### config.mk
export PLATFORM = sky130hd
export DESIGN_NAME = fpu_alu_arbiter
export DESIGN_NICKNAME = d
export VERILOG_FILES = /design/src/rtl/fpu_alu_pkg.sv /design/src/rtl/fpu_rr_arb2.sv /design/src/rtl/fpu_alu_arbiter.sv
export SDC_FILE = /design/constraint.sdc
export NUM_CORES = 1
export LEC_CHECK = 0
export BUFFER_PORTS_ARGS = -buffer_cell sky130_fd_sc_hd__buf_2
export CORE_AREA = 2 2 122 124
export DETAILED_ROUTE_END_ITERATION = 7
export DIE_AREA = 0 0 124 126
export GPL_TIMING_DRIVEN = 0
export PLACE_DENSITY = 0.73
export SLEW_MARGIN = 20
export SYNTH_ARGS = -nofsm -noshare
export SYNTH_HDL_FRONTEND = slang
export SYNTH_SLANG_ARGS = --single-unit
### constraint.sdc
create_clock -name clk -period 3 [get_ports clk]
set_clock_uncertainty 0.2 [all_clocks]
set_input_delay 0.3 -clock clk [delete_from_list [all_inputs] [get_ports clk]]
set_output_delay 0.3 -clock clk [all_outputs]
set_load 0.02 [all_outputs]
### src/rtl/fpu_alu_pkg.sv
// Shared definitions for the FPU request scheduler.
//   DATA_W          : operand / result width (IEEE-754 single)
//   OP_ADD..OP_DIV  : opcode encoding carried on reqN_op / alu_op
//   state_t         : scheduler FSM encoding (also visible on dbg_state)
package fpu_alu_pkg;

  localparam int DATA_W = 32;

  localparam logic [1:0] OP_ADD = 2'b00;
  localparam logic [1:0] OP_SUB = 2'b01;
  localparam logic [1:0] OP_MUL = 2'b10;
  localparam logic [1:0] OP_DIV = 2'b11;

  typedef enum logic [1:0] {
    ST_IDLE = 2'd0,
    ST_EXEC = 2'd1,
    ST_RESP = 2'd2
  } state_t;

endpackage

### src/rtl/fpu_rr_arb2.sv
// Two-way round-robin grant, purely combinational.
//   i_valid0/1    : requester has a pending request
//   i_last_grant  : requester served most recently (0 or 1)
//   o_grant0/1    : one-hot (or zero) grant
// With both valid, the requester that was not served last wins; a lone
// valid requester always wins.
module fpu_rr_arb2 (
  input  logic i_valid0,
  input  logic i_valid1,
  input  logic i_last_grant,
  output logic o_grant0,
  output logic o_grant1
);

  assign o_grant0 = i_valid0 & (~i_valid1 | i_last_grant);
  assign o_grant1 = i_valid1 & (~i_valid0 | ~i_last_grant);

endmodule

### src/rtl/fpu_alu_arbiter.sv
// Shares one FP datapath (add/sub, mul, div) between two requesters.
// A request is accepted in IDLE, its operands are held on alu_* for the
// operation's settle latency (EXEC), then result/flags are captured and
// offered on the tagged response port (RESP) until taken.
//
// Ports:
//   clk, reset_n               : clock, async active-low reset
//   reqN_valid/ready/op/a/b    : request ports, N = 0,1
//   alu_a/b/op/addsub/control  : datapath drive (control high only in EXEC)
//   alu_result/exception/zerodiv : datapath outputs
//   rsp_valid/ready/id/data/exception/zerodiv : response port
//   busy                       : scheduler not idle
//   perf_ops, perf_exc         : statistics (FPU_ALU_ARBITER_PERF_EN)
//   dbg_state                  : current FSM state
//
// Handshakes: a transfer happens on a rising edge where valid and ready are
// both high. Requesters keep op/a/b stable while valid; ready is high only
// in IDLE and only for the granted requester. rsp_* stays stable while
// rsp_valid is high and rsp_ready is low.
//
// Build option: define FPU_ALU_ARBITER_PERF_EN to build the saturating
// perf_ops / perf_exc counters; otherwise both read 0 with no flops.
module fpu_alu_arbiter
  import fpu_alu_pkg::*;
#(
  parameter int ADDSUB_LAT = 2,
  parameter int MUL_LAT    = 3,
  parameter int DIV_LAT    = 6,
  parameter int CNT_W      = 4
) (
  input  logic              clk,
  input  logic              reset_n,
  input  logic              req0_valid,
  output logic              req0_ready,
  input  logic [1:0]        req0_op,
  input  logic [DATA_W-1:0] req0_a,
  input  logic [DATA_W-1:0] req0_b,
  input  logic              req1_valid,
  output logic              req1_ready,
  input  logic [1:0]        req1_op,
  input  logic [DATA_W-1:0] req1_a,
  input  logic [DATA_W-1:0] req1_b,
  output logic [DATA_W-1:0] alu_a,
  output logic [DATA_W-1:0] alu_b,
  output logic [1:0]        alu_op,
  output logic              alu_addsub,
  output logic              alu_control,
  input  logic [DATA_W-1:0] alu_result,
  input  logic              alu_exception,
  input  logic              alu_zerodiv,
  output logic              rsp_valid,
  input  logic              rsp_ready,
  output logic              rsp_id,
  output logic [DATA_W-1:0] rsp_data,
  output logic              rsp_exception,
  output logic              rsp_zerodiv,
  output logic              busy,
  output logic [15:0]       perf_ops,
  output logic [15:0]       perf_exc,
  output logic [1:0]        dbg_state
);

  state_t              r_state, w_next_state;
  logic                r_last_grant;
  logic [1:0]          r_op;
  logic [DATA_W-1:0]   r_a, r_b;
  logic                r_id;
  logic [CNT_W-1:0]    r_cnt;
  logic                r_rsp_id;
  logic [DATA_W-1:0]   r_rsp_data;
  logic                r_rsp_exc, r_rsp_zdiv;

  logic                w_gnt0, w_gnt1, w_accept, w_acc_id, w_rsp_hs;
  logic [1:0]          w_acc_op;

  // Counter is loaded with LAT-1 so the capture edge lands LAT cycles
  // after the accepting edge.
  function automatic logic [CNT_W-1:0] lat_m1(input logic [1:0] op);
    case (op)
      OP_MUL:  lat_m1 = CNT_W'(MUL_LAT - 1);
      OP_DIV:  lat_m1 = CNT_W'(DIV_LAT - 1);
      default: lat_m1 = CNT_W'(ADDSUB_LAT - 1);
    endcase
  endfunction

  fpu_rr_arb2 u_arb (
    .i_valid0     (req0_valid),
    .i_valid1     (req1_valid),
    .i_last_grant (r_last_grant),
    .o_grant0     (w_gnt0),
    .o_grant1     (w_gnt1)
  );

  assign w_accept = (r_state == ST_IDLE) & (w_gnt0 | w_gnt1);
  assign w_acc_id = w_gnt1;
  assign w_acc_op = w_gnt1 ? req1_op : req0_op;
  assign w_rsp_hs = (r_state == ST_RESP) & rsp_ready;

  always_ff @(posedge clk or negedge reset_n) begin
    if (!reset_n) r_state <= ST_IDLE;
    else          r_state <= w_next_state;
  end

  always_comb begin
    w_next_state = r_state;
    req0_ready   = 1'b0;
    req1_ready   = 1'b0;
    alu_control  = 1'b0;
    rsp_valid    = 1'b0;
    busy         = 1'b1;
    case (r_state)
      ST_IDLE: begin
        busy       = 1'b0;
        req0_ready = w_gnt0;
        req1_ready = w_gnt1;
        if (w_gnt0 | w_gnt1) w_next_state = ST_EXEC;
      end
      ST_EXEC: begin
        alu_control = 1'b1;
        if (r_cnt == '0) w_next_state = ST_RESP;
      end
      ST_RESP: begin
        rsp_valid = 1'b1;
        if (w_rsp_hs) w_next_state = ST_IDLE;
      end
      default: w_next_state = ST_IDLE;
    endcase
  end

  // Request capture, latency countdown and result capture.
  always_ff @(posedge clk or negedge reset_n) begin
    if (!reset_n) begin
      r_last_grant <= 1'b1;
      r_op         <= '0;
      r_a          <= '0;
      r_b          <= '0;
      r_id         <= 1'b0;
      r_cnt        <= '0;
      r_rsp_id     <= 1'b0;
      r_rsp_data   <= '0;
      r_rsp_exc    <= 1'b0;
      r_rsp_zdiv   <= 1'b0;
    end else if (w_accept) begin
      r_op         <= w_acc_op;
      r_a          <= w_gnt1 ? req1_a : req0_a;
      r_b          <= w_gnt1 ? req1_b : req0_b;
      r_id         <= w_acc_id;
      r_last_grant <= w_acc_id;
      r_cnt        <= lat_m1(w_acc_op);
    end else if (r_state == ST_EXEC) begin
      if (r_cnt == '0) begin
        r_rsp_id   <= r_id;
        r_rsp_data <= alu_result;
        r_rsp_exc  <= alu_exception;
        // Only the divider owns the zero-divide flag.
        r_rsp_zdiv <= (r_op == OP_DIV) & alu_zerodiv;
      end else begin
        r_cnt <= r_cnt - CNT_W'(1);
      end
    end
  end

  assign alu_a         = r_a;
  assign alu_b         = r_b;
  assign alu_op        = r_op;
  assign alu_addsub    = ~r_op[1] & r_op[0];
  assign rsp_id        = r_rsp_id;
  assign rsp_data      = r_rsp_data;
  assign rsp_exception = r_rsp_exc;
  assign rsp_zerodiv   = r_rsp_zdiv;
  assign dbg_state     = r_state;

`ifdef FPU_ALU_ARBITER_PERF_EN
  logic [15:0] r_perf_ops, r_perf_exc;

  always_ff @(posedge clk or negedge reset_n) begin
    if (!reset_n) begin
      r_perf_ops <= '0;
      r_perf_exc <= '0;
    end else if (w_rsp_hs) begin
      if (r_perf_ops != 16'hFFFF) r_perf_ops <= r_perf_ops + 16'd1;
      if ((r_rsp_exc | r_rsp_zdiv) && (r_perf_exc != 16'hFFFF))
        r_perf_exc <= r_perf_exc + 16'd1;
    end
  end

  assign perf_ops = r_perf_ops;
  assign perf_exc = r_perf_exc;
`else
  assign perf_ops = '0;
  assign perf_exc = '0;
`endif

endmodule

==> results by stage <==
Clock network:
- Clock tree synthesis selected as its root buffer the cell clkbuf_16.
- The deepest level of the CTS H-tree is 3.
- After clock tree synthesis, the clock-pin slew on the worst setup and hold paths is 0.08 ns.
- The clock latency on the worst-skew pair is approximately 0.35 ns.
- The CTS sink count is 109.
- The number of buffers inserted during clock tree synthesis is 9.
- The TritonCTS clock tree is built.
- After clock tree synthesis, the setup repair step added 0 buffers.
- The largest buffer count on any clock path is 2.

Drt:
- Summed over all layers, the routed wires come to approximately 19000 µm.
- The detailed-router iteration count before antenna repair is 5.
- The vias after detailed routing is between 5000 and 6000.
- The number of nets with antenna violations after detailed routing is 0.
- The detailed router finished its first iteration with about 230 violations.
- The post-detailed-route DRC marker count is 0.
- The wire length per cell is around 16 µm.
- The via density per instance is between 4 and 5.

Pwr:
- The design draws ~8600 µW.
- For this design the ratio of total power to cell area is 1004 nW/µm².
- The leakage component of the power is 0.004243 µW.
- The worst ir drop on vdd is 0.4125 mV.

Placed design:
- The congestion estimate from routability-driven global placement came to 0.8253.
- In this run the tool buffered the top-level ports with roughly 280 buffer cells.
- Summed over all nets, the half-perimeter wirelength after detailed placement is roughly 12000 µm.
- The cell area after placement is approximately 6800 µm².
- The number of cells after detailed placement is 1012.

Timing:
- The post-route fraction of the period consumed by the critical path is approximately nine tenths.
- Hold timing on the final database bottoms out at a slack of between 0.01 and 0.015 ns.
- Headroom to the max-slew limit came out at 61.38%.
- The number of failing hold endpoints at the final stage is 0.
- Setup violations remaining at the end of the flow were counted as 0.
- For the pin with the worst max-slew slack, the measured transition is around 0.58 ns.
- Setup total negative slack on the finished layout was measured at 0 ns.
- The maximum achievable frequency is between 300 and 400 MHz.
- Setup repair after global routing left no endpoint under its margin.
- The final max-slew violation count is 0.
- The worst path in the final design needs a cycle of roughly 2.7 ns, including I/O delays and setup.

Synthesis:
- After synthesis, the largest area contributor takes up a little over half of total cell area.
- The number of enable-type register cells in the synthesized netlist is 0.
- The synthesized cell area is about 5000 µm².
- The most used flip-flop cell after synthesis is dfrtp_1.
- dfrtp_1 takes more of the synthesized area than any other cell.
- A synthesized cell averages 9.666 µm².
- Sequential cells were found to cover 54.61% of the synthesized design area.
- The total of warnings raised by yosys is 0.
- The count of different cell masters after synthesis is 35.
- The fraction of registers with async set or reset after synthesis is between 90% and 100%.
- Synthesis inferred approximately 110 register bits.
- After technology mapping, the gate count stands at between 500 and 600.
- The cell with the most instances after synthesis is nand2_1.
- By area the synthesized netlist is led by dfrtp_1 (54%), nand2_1 (10%), a31oi_1 (8.4%).
- Sorting the synthesized cells by how often they occur yields nand2_1 (137), dfrtp_1 (108), nor2_1 (72), a31oi_1 (67).

Global route:
- The global-route wire length before repair is about 29000 µm.
- The pin count of the biggest net entering global routing is a little over 70.
- Across every metal layer, demand over resource in global routing totals 23.90%.
- The via count of the first global-routing pass is between 5000 and 6000.
- The initial antenna violation count is 0.
- Summed over all layers, the global routing overflow is 0.

Final layout:
- The fill cell total of the finished layout is 1170.
- The register area is between 2000 and 3000 µm².
- The summed area of non-filler cells in the final layout is between 8000 and 9000 µm².
- The area of combinational cells with multiple inputs is approximately 2000 µm².
- The layout net count is around 1200.
- Once layout is complete, the cells apart from fillers number between 1000 and 1500.
- The repair_antennas step left the layout with diodes totalling 0.
- The post-synthesis to final-layout area growth is 71.56%.
- The post-route netlist has around two fifths of its cells at a drive strength greater than 1.

Setup path:
- At the worst endpoint, the arrival time is about 2.8 ns.
- The worst setup path is captured at a flop.
- The start-to-end type of the worst setup path is primary input to flop.
- The required time of the worst setup path is about 3.1 ns.
- The peak fanout along the critical path is 10.
- STA classifies the critical path startpoint as a primary input.

Die:
- The horizontal die dimension is 124 µm.
- The number of top-level pins is 312.
- Once the floorplan was initialized, standard cells occupied 34.91% of the core.
- The floorplan step defined a die boundary enclosing 15620 µm².
- The floorplan row count is 44.
- The area inside the core boundary is approximately 14000 µm².
- The die boundary height is about 130 µm.

Run status:
- The run finished with clean final reports.

Worst hold path:
- The tightest min-delay check is of the primary input to flop type.

Flow run:
- The number of maximum-capacitance constraint violations is 0.
==> critical path: stages <==
cell and delay, ns:
dlygate4sd3_1 0.53, buf_2 0.18, nand2_1 0.07, nand2_1 0.22, buf_2 0.33, buf_2 0.29
nand2_1 0.08, a31oi_1 0.18, dlygate4sd3_1 0.58
==> layout by cell type (no fill, tap or decap), drive strengths merged, types with 3 or more instances in the layout <==
cell type	instances
o21ai	4
nor2	74
clkinv	3
mux2	34
conb	32
a31oi	67
buf	338
clkbuf	14
nand2	137
dfrtp	108
inv	8
nand3	4
dlygate4sd3	147
==> timing repair <==
| action | CTS | global route |
|---|---|---|
| setup endpoints to repair | 0 | 0 |
| endpoints found under the hold margin | 133 | 0 |
| gates resized for setup | 0 | 0 |
| hold buffers | 147 | 0 |
==> layer usage <==
metal,vias up,global-route usage [%],part of all wire [%]
li1,2611,-,-
met1,2622,25.83,37
met2,284,42.11,50
met3,71,6.341,7.8
met4,0,12.69,4.9
met5,-,0,0
==> state kept, by name, summed over array words and instances, names as in the netlist, 2 cells and up <==
signal     flops
alu_a         32
alu_b         32
rsp_data      32
r_cnt          4
alu_op         2
dbg_state      2
==> power by group <==
group,switching (µW),internal (µW)
clock network,605,679
registers,418,2230
logic,2590,2090
==> metrics by stage <==
step	setup WS [ns]	utilization, %
global placement	0.1688	47.09
CTS	0.3171	59.90
floorplan	1.203	-
global route	0.1198	59.90
finish	0.3434	59.90
detailed placement	0.9083	47.33
==> final cells by class <==
type	count	area share, %
timing repair buffer	427	33.84
sequential	109	31.83
multi-input combinational	371	22.84
buffer	63	4.758
tap	184	2.685
clock buffer	9	2.627
clock inverter	7	1.197
inverter	5	0.2189
==> path summary, 6_finish.rpt <==
| check | startpoint | to | slack, ns | cells past startpoint |
|---|---|---|---|---|
| hold / removal | req1_b[16] | alu_b[16] | 0.01 | 3 |
| setup reg to reg | dbg_state[1] | alu_a[4] | 0.41 | 7 |
| hold reg to reg | r_id | r_id | 0.28 | 1 |
| min in group asynchronous | reset_n | rsp_data[19] | 0.23 | 2 |
| max in group asynchronous | reset_n | r_last_grant | 1.67 | 3 |
| setup / recovery | req0_valid | alu_b[11] | 0.34 | 9 |
==> cells by family (layout without fill, tap and decap cells) <==
logic type                 Yosys count  count (layout)  share of synthesized area, %
DFF                                109             109                         54.61
AOI/OAI and AO/OA                   80              80                         10.54
adders and majority gates            1               1                        0.2503
other                                1              32                       0.07504
buffers and inverters               68             511                         8.537
xor gates and xnor gates             1               1                        0.1753
and+or+nand+nor                    222             222                         17.95
muxes                               35              35                         7.862
Note: power is estimated with default switching activity, not from simulation.
